<file path="config.mk">
export PLATFORM = sky130hd
export DESIGN_NAME = ss_scan_driver
export DESIGN_NICKNAME = d
export VERILOG_FILES = /design/src/rtl/ss_pkg.sv /design/src/rtl/bcd_to_seg.sv /design/src/rtl/ss_scan_driver.sv
export SDC_FILE = /design/constraint.sdc
export NUM_CORES = 1
export LEC_CHECK = 0
export CAP_MARGIN = 20
export CORE_AREA = 2 2 55 109
export DETAILED_ROUTE_END_ITERATION = 10
export DIE_AREA = 0 0 57 111
export PLACE_DENSITY_LB_ADDON = 0.05
export SYNTH_ARGS = -nofsm -noshare
export SYNTH_HDL_FRONTEND = slang
export SYNTH_HIERARCHICAL = 1
export SYNTH_SLANG_ARGS = --single-unit
</file>
<file path="constraint.sdc">
create_clock -name Clk_100M -period 2.9 [get_ports Clk_100M]
set_input_delay 0.87 -clock Clk_100M [delete_from_list [all_inputs] [get_ports Clk_100M]]
set_output_delay 0.87 -clock Clk_100M [all_outputs]
set_load 0.02 [all_outputs]
</file>
<file path="src/rtl/ss_pkg.sv">
// ss_pkg: seven-segment glyph constants and display polarity constants
package ss_pkg;
  localparam logic [6:0] SEG_0     = 7'h3F;
  localparam logic [6:0] SEG_1     = 7'h06;
  localparam logic [6:0] SEG_2     = 7'h5B;
  localparam logic [6:0] SEG_3     = 7'h4F;
  localparam logic [6:0] SEG_4     = 7'h66;
  localparam logic [6:0] SEG_5     = 7'h6D;
  localparam logic [6:0] SEG_6     = 7'h7D;
  localparam logic [6:0] SEG_7     = 7'h07;
  localparam logic [6:0] SEG_8     = 7'h7F;
  localparam logic [6:0] SEG_9     = 7'h6F;
  localparam logic [6:0] SEG_DASH  = 7'h40;
  localparam logic [6:0] SEG_BLANK = 7'h00;
  localparam logic [3:0] ANODES_OFF = 4'hF;
  localparam logic [7:0] SEGS_OFF   = 8'hFF;
endpackage

</file>
<file path="src/rtl/bcd_to_seg.sv">
// bcd_to_seg: BCD digit to active-high {g,f,e,d,c,b,a}; non-decimal codes show a dash
module bcd_to_seg
  import ss_pkg::*;
(
  input  logic [3:0] bcd,
  output logic [6:0] seg
);
  always_comb begin
    case (bcd)
      4'd0:    seg = SEG_0;
      4'd1:    seg = SEG_1;
      4'd2:    seg = SEG_2;
      4'd3:    seg = SEG_3;
      4'd4:    seg = SEG_4;
      4'd5:    seg = SEG_5;
      4'd6:    seg = SEG_6;
      4'd7:    seg = SEG_7;
      4'd8:    seg = SEG_8;
      4'd9:    seg = SEG_9;
      default: seg = SEG_DASH;
    endcase
  end
endmodule

</file>
<file path="src/rtl/ss_scan_driver.sv">
// ss_scan_driver: multiplexed 4-digit seven-segment driver with PWM, dead time and frame latching
module ss_scan_driver
  import ss_pkg::*;
#(
  parameter int CLK_HZ   = 100_000_000,
  parameter int SCAN_HZ  = 1000,
  parameter int PWM_BITS = 4,
  parameter int DEAD_CYC = 16
) (
  input  logic                Clk_100M,
  input  logic                Reset,
  input  logic [3:0]          Digit3,
  input  logic [3:0]          Digit2,
  input  logic [3:0]          Digit1,
  input  logic [3:0]          Digit0,
  input  logic [3:0]          DP,
  input  logic                Blank_Leading,
  input  logic [PWM_BITS-1:0] Brightness,
  output logic [3:0]          SegmentDrivers,
  output logic [7:0]          SevenSegment,
  output logic                Frame_Strobe
);
  localparam int DIV = CLK_HZ / SCAN_HZ;
  localparam int PW  = $clog2(DIV);
  localparam logic [PW-1:0] LAST = PW'(DIV - 1);
  localparam logic [PW-1:0] DEAD = PW'(DEAD_CYC);
  logic [PW-1:0]       pre_q, pre_d;
  logic [1:0]          idx_q, idx_d;
  logic [PWM_BITS-1:0] pwm_q, pwm_d;
  logic [15:0]         sh_dig_q, sh_dig_d;
  logic [3:0]          sh_dp_q, sh_dp_d;
  logic                sh_bl_q, sh_bl_d;
  logic [3:0]          an_q, an_d;
  logic [7:0]          seg_q, seg_d;
  logic                fs_q, fs_d;
  logic                slot_tick, blank, lit;
  logic [3:0]          cur;
  logic [6:0]          pat;
  assign cur = sh_dig_q[{idx_q, 2'b00} +: 4];
  bcd_to_seg u_dec (.bcd(cur), .seg(pat));
  // Segment data follows the slot from its first cycle; the dead window keeps anodes off while it settles.
  always_comb begin
    slot_tick = pre_q == LAST;
    pre_d     = slot_tick ? '0 : pre_q + PW'(1);
    idx_d     = slot_tick ? idx_q + 2'd1 : idx_q;
    pwm_d     = pwm_q + PWM_BITS'(1);
    sh_dig_d  = (slot_tick && idx_q == 2'd3) ? {Digit3, Digit2, Digit1, Digit0} : sh_dig_q;
    sh_dp_d   = (slot_tick && idx_q == 2'd3) ? DP : sh_dp_q;
    sh_bl_d   = (slot_tick && idx_q == 2'd3) ? Blank_Leading : sh_bl_q;
    blank     = sh_bl_q && idx_q == 2'd3 && cur == 4'd0;
    lit       = !blank && pre_q >= DEAD && pwm_q < Brightness;
    an_d      = lit ? ~(4'b0001 << idx_q) : ANODES_OFF;
    seg_d     = blank ? SEGS_OFF : {~sh_dp_q[idx_q], ~pat};
    fs_d      = idx_q == 2'd0 && pre_q == '0;
  end
  always_ff @(posedge Clk_100M or posedge Reset) begin
    if (Reset) begin
      pre_q    <= '0;
      idx_q    <= '0;
      pwm_q    <= '0;
      sh_dig_q <= '0;
      sh_dp_q  <= '0;
      sh_bl_q  <= 1'b0;
      an_q     <= ANODES_OFF;
      seg_q    <= SEGS_OFF;
      fs_q     <= 1'b0;
    end else begin
      pre_q    <= pre_d;
      idx_q    <= idx_d;
      pwm_q    <= pwm_d;
      sh_dig_q <= sh_dig_d;
      sh_dp_q  <= sh_dp_d;
      sh_bl_q  <= sh_bl_d;
      an_q     <= an_d;
      seg_q    <= seg_d;
      fs_q     <= fs_d;
    end
  end
  assign SegmentDrivers = an_q;
  assign SevenSegment   = seg_q;
  assign Frame_Strobe   = fs_q;
endmodule

</file>
==> reports/results.ini <==
[drt]
ant_nets = 0
vias_per_cell = 5.29
drt_pre_antenna_iters = 4
drc = 0
vias = 1815
route.detailed.wl_per_inst_um = 14.4
drt_wl_total_um = 4950
dr.first_iter.drc_count = 45

[pwr]
p_comb_share_pct = 7.6
powerDensity_mw_per_mm2 = 531
peakVddDrop_uv = 535
p_sw_share_pct = 20.0
leakage_nw = 1.66
intPower_mw = 1.53
p_clk_share_pct = 48.4
power_frac_seq_pct = 44.0
p_switching_uw = 382

[grt]
grt_pass1_wl_um = 8440
grt_usage_pct = 17.7
grt_pass1_vias = 1814
grt_max_degree = 39
grt_antenna_before_repair = 0
grt-ovfl-total = 0

[placed_design]
pre_cts_slack_ns = 0.498
portBuffers = 39
dp_hpwl_um = 3550
place_congestion = 0.760

[critical_path]
crit_family = buffers and inverters
required_ns = 2.03
endpoint_kind = output pin
ff2ff_path_depth = 4
path_buf_inv = 1
crit_chain = clkdlybuf4s50_1
r2r-end = SegmentDrivers[0]
cp_data_arrival_time_ns = 1.42
crit_path_start_kind = register
rr_startpoint = idx_q[0]
path_class = reg2out
slowest_delay_ns = 0.59
r2r_setup_slack_ns = 0.69
crit_fanout = 1
slowest_stage = clkdlybuf4s50_1

[synthesis]
syn_inst = 232
yosysWarningCount = 6
synthArstFlopShare_pct = 100
synth_nets = 275
synth-edff-count = 0
ys_types = 44
avgSynthCellArea_um2 = 12.4
yosys.area.top_type_share_pct = 39.1
ys_seq_elements = 57
yosysTopAreaCell = dfrtp_1
ys.flop_type = dfrtp_1
synth_area_mm2 = 0.00288
ys_seq_area_share_pct = 50.1
ys_top_cells_by_area = dfrtp_1, dfstp_2, mux2_4

[sta]
post-route-period-util_pct = 79.0
period_minus_slack_ns = 2.29
finalMaxSlewViolations = 0
whs_ns = 0.474
setup_ws_ns = 0.608
setup_viol = 0
clock_skew_ns = 0.00446
slew_headroom_pct = 68.3
hold_viol = 0
rsz0062_at_grt = false
finalSetupTns_ns = 0
fmax_ghz = 0.436
tightestPinTransition_ns = 0.475

[cts]
clock_latency_ns = 0.32
cts_htree_levels = 3
clkSinkCount = 57
clk_pin_slew_ns = 0.05
postCtsSetupBuffers = 0
cts_root_buffer = clkbuf_16
cts_tree = yes
holdBufCountCts = 0
numCtsBuffers = 9
cts_resized = 0
cts_buffer_depth = 2

[floorplan]
die_x_um = 57
initial_utilization_pct = 51.7
core_area_mm2 = 0.00556
num_io_pins = 40
dieArea_mm2 = 0.00633
die_h_um = 111
rows = 39

[status]
status = complete, no violations

[hold_path]
hp-start = pwm_q[0]
hold_depth = 1
hold_path.class = reg2reg
hold_end = pwm_q[0]

[finish]
drive_above_1_share_pct = 20.9
diodes = 0
area_growth_syn_to_layout_pct = 24.9
nNetsFinal = 322

[run]
cap_violations = 0

power groups by stage:
stage                     logic [mW]  registers, mW  clock network [mW]
after floorplan               0.0692          0.861                   0
after global placement         0.146          0.850                   0
after detailed placement       0.148          0.851                   0
after CTS                      0.149          0.840               0.948
after global routing           0.160          0.841               0.982
final                          0.146          0.840               0.924
synth_stat cells, types with 2 or more instances:
master    count
a21o_1        2
a21oi_1       5
and2b_1       2
and4_1        2
buf_6         4
clkbuf_1      2
dfrtp_1      45
dfstp_2      12
ha_1         16
inv_1        17
mux2_2        2
mux2_4       21
mux4_2        4
nand2_1      17
nand2b_1      2
nand3_1       5
nand4_1       5
nand4b_1      4
nor2_1       13
nor2b_1       2
nor3_1        4
nor4_1        3
o21ai_0       4
o22ai_1       3
o31ai_1       2
or3_1         3
xnor2_1       8
xor2_1        7
logic make-up (layout without fill, tap and decap cells):
| kind of cell | count (synthesis) | count (layout) | synth area share (%) |
|---|---|---|---|
| simple gates | 70 | 70 | 13.9 |
| flops | 57 | 57 | 50.1 |
| mux | 28 | 28 | 15.2 |
| buf+inv | 25 | 75 | 4.48 |
| compound gates | 21 | 21 | 4.78 |
| fa+ha+maj | 16 | 16 | 6.96 |
| xor+xnor | 15 | 15 | 4.57 |
metal layers:
metal / GRT usage [%] / vias to the layer above / part of all wire (%)
li1: - / 899 / -
met1: 21.2 / 869 / 44
met2: 27.2 / 37 / 49
met3: 5.83 / 10 / 4.4
met4: 10.2 / 0 / 2.6
met5: 0 / - / 0
per-stage QoR:
step	utilization (%)	power (mW)	instances	area, µm²
floorplan	-	0.930	232	2880
global placement	59.9	0.996	329	3330
detailed placement	59.9	0.999	329	3330
CTS	64.6	1.94	343	3590
global route	64.6	1.98	343	3590
finish	64.6	1.91	343	3590
sequential cells by signal, indices dropped and copies added (netlist names):
register / count
pwm_q: 4
sh_bl_q: 1
sh_dp_q: 4
SegmentDrivers: 4
sh_dig_q: 16
pre_q: 17
SevenSegment: 8
idx_q: 2
Frame_Strobe: 1
worst reg2reg max path: cells and delay by family, from the launching register on:
kind	cells	cell delay [ns]
DFF	1	0.63
muxes	1	0.40
and+or+nand+nor	2	0.52
AOI/OAI and AO/OA	1	0.59
cells in the final DEF, fill, tap and decap left out, types with 3 or more instances in the layout:
master / n
mux2_4: 21
nor3_1: 4
a21oi_1: 5
dfstp_2: 12
nand3_1: 5
nand4_1: 5
nand4b_1: 4
xor2_1: 7
ha_1: 16
nor2_1: 13
clkbuf_16: 9
xnor2_1: 8
clkbuf_1: 3
or3_1: 3
nand2_1: 17
o22ai_1: 3
dfrtp_1: 45
mux4_2: 4
buf_4: 4
nor4_1: 3
inv_1: 16
o21ai_0: 4
clkdlybuf4s50_1: 39
worst max path at each step:
| stage | to | cells past startpoint | startpoint |
|---|---|---|---|
| floorplan | Frame_Strobe | 1 | Reset |
| global placement | SegmentDrivers[3] | 6 | Brightness[1] |
| detailed placement | SegmentDrivers[1] | 6 | Brightness[1] |
| CTS | SevenSegment[5] | 1 | SevenSegment[5] |
| global route | SegmentDrivers[2] | 4 | idx_q[0] |
| finish | SevenSegment[5] | 1 | SevenSegment[5] |
final cells by class:
type / instances / area, µm²
sequential: 57 / 1440
timing repair buffer: 44 / 440
tap: 61 / 76.3
clock buffer: 14 / 264
multi-input combinational: 150 / 1310
inverter: 17 / 63.8
fill: 448 / 1970
Power figures use the tool's default switching activity.
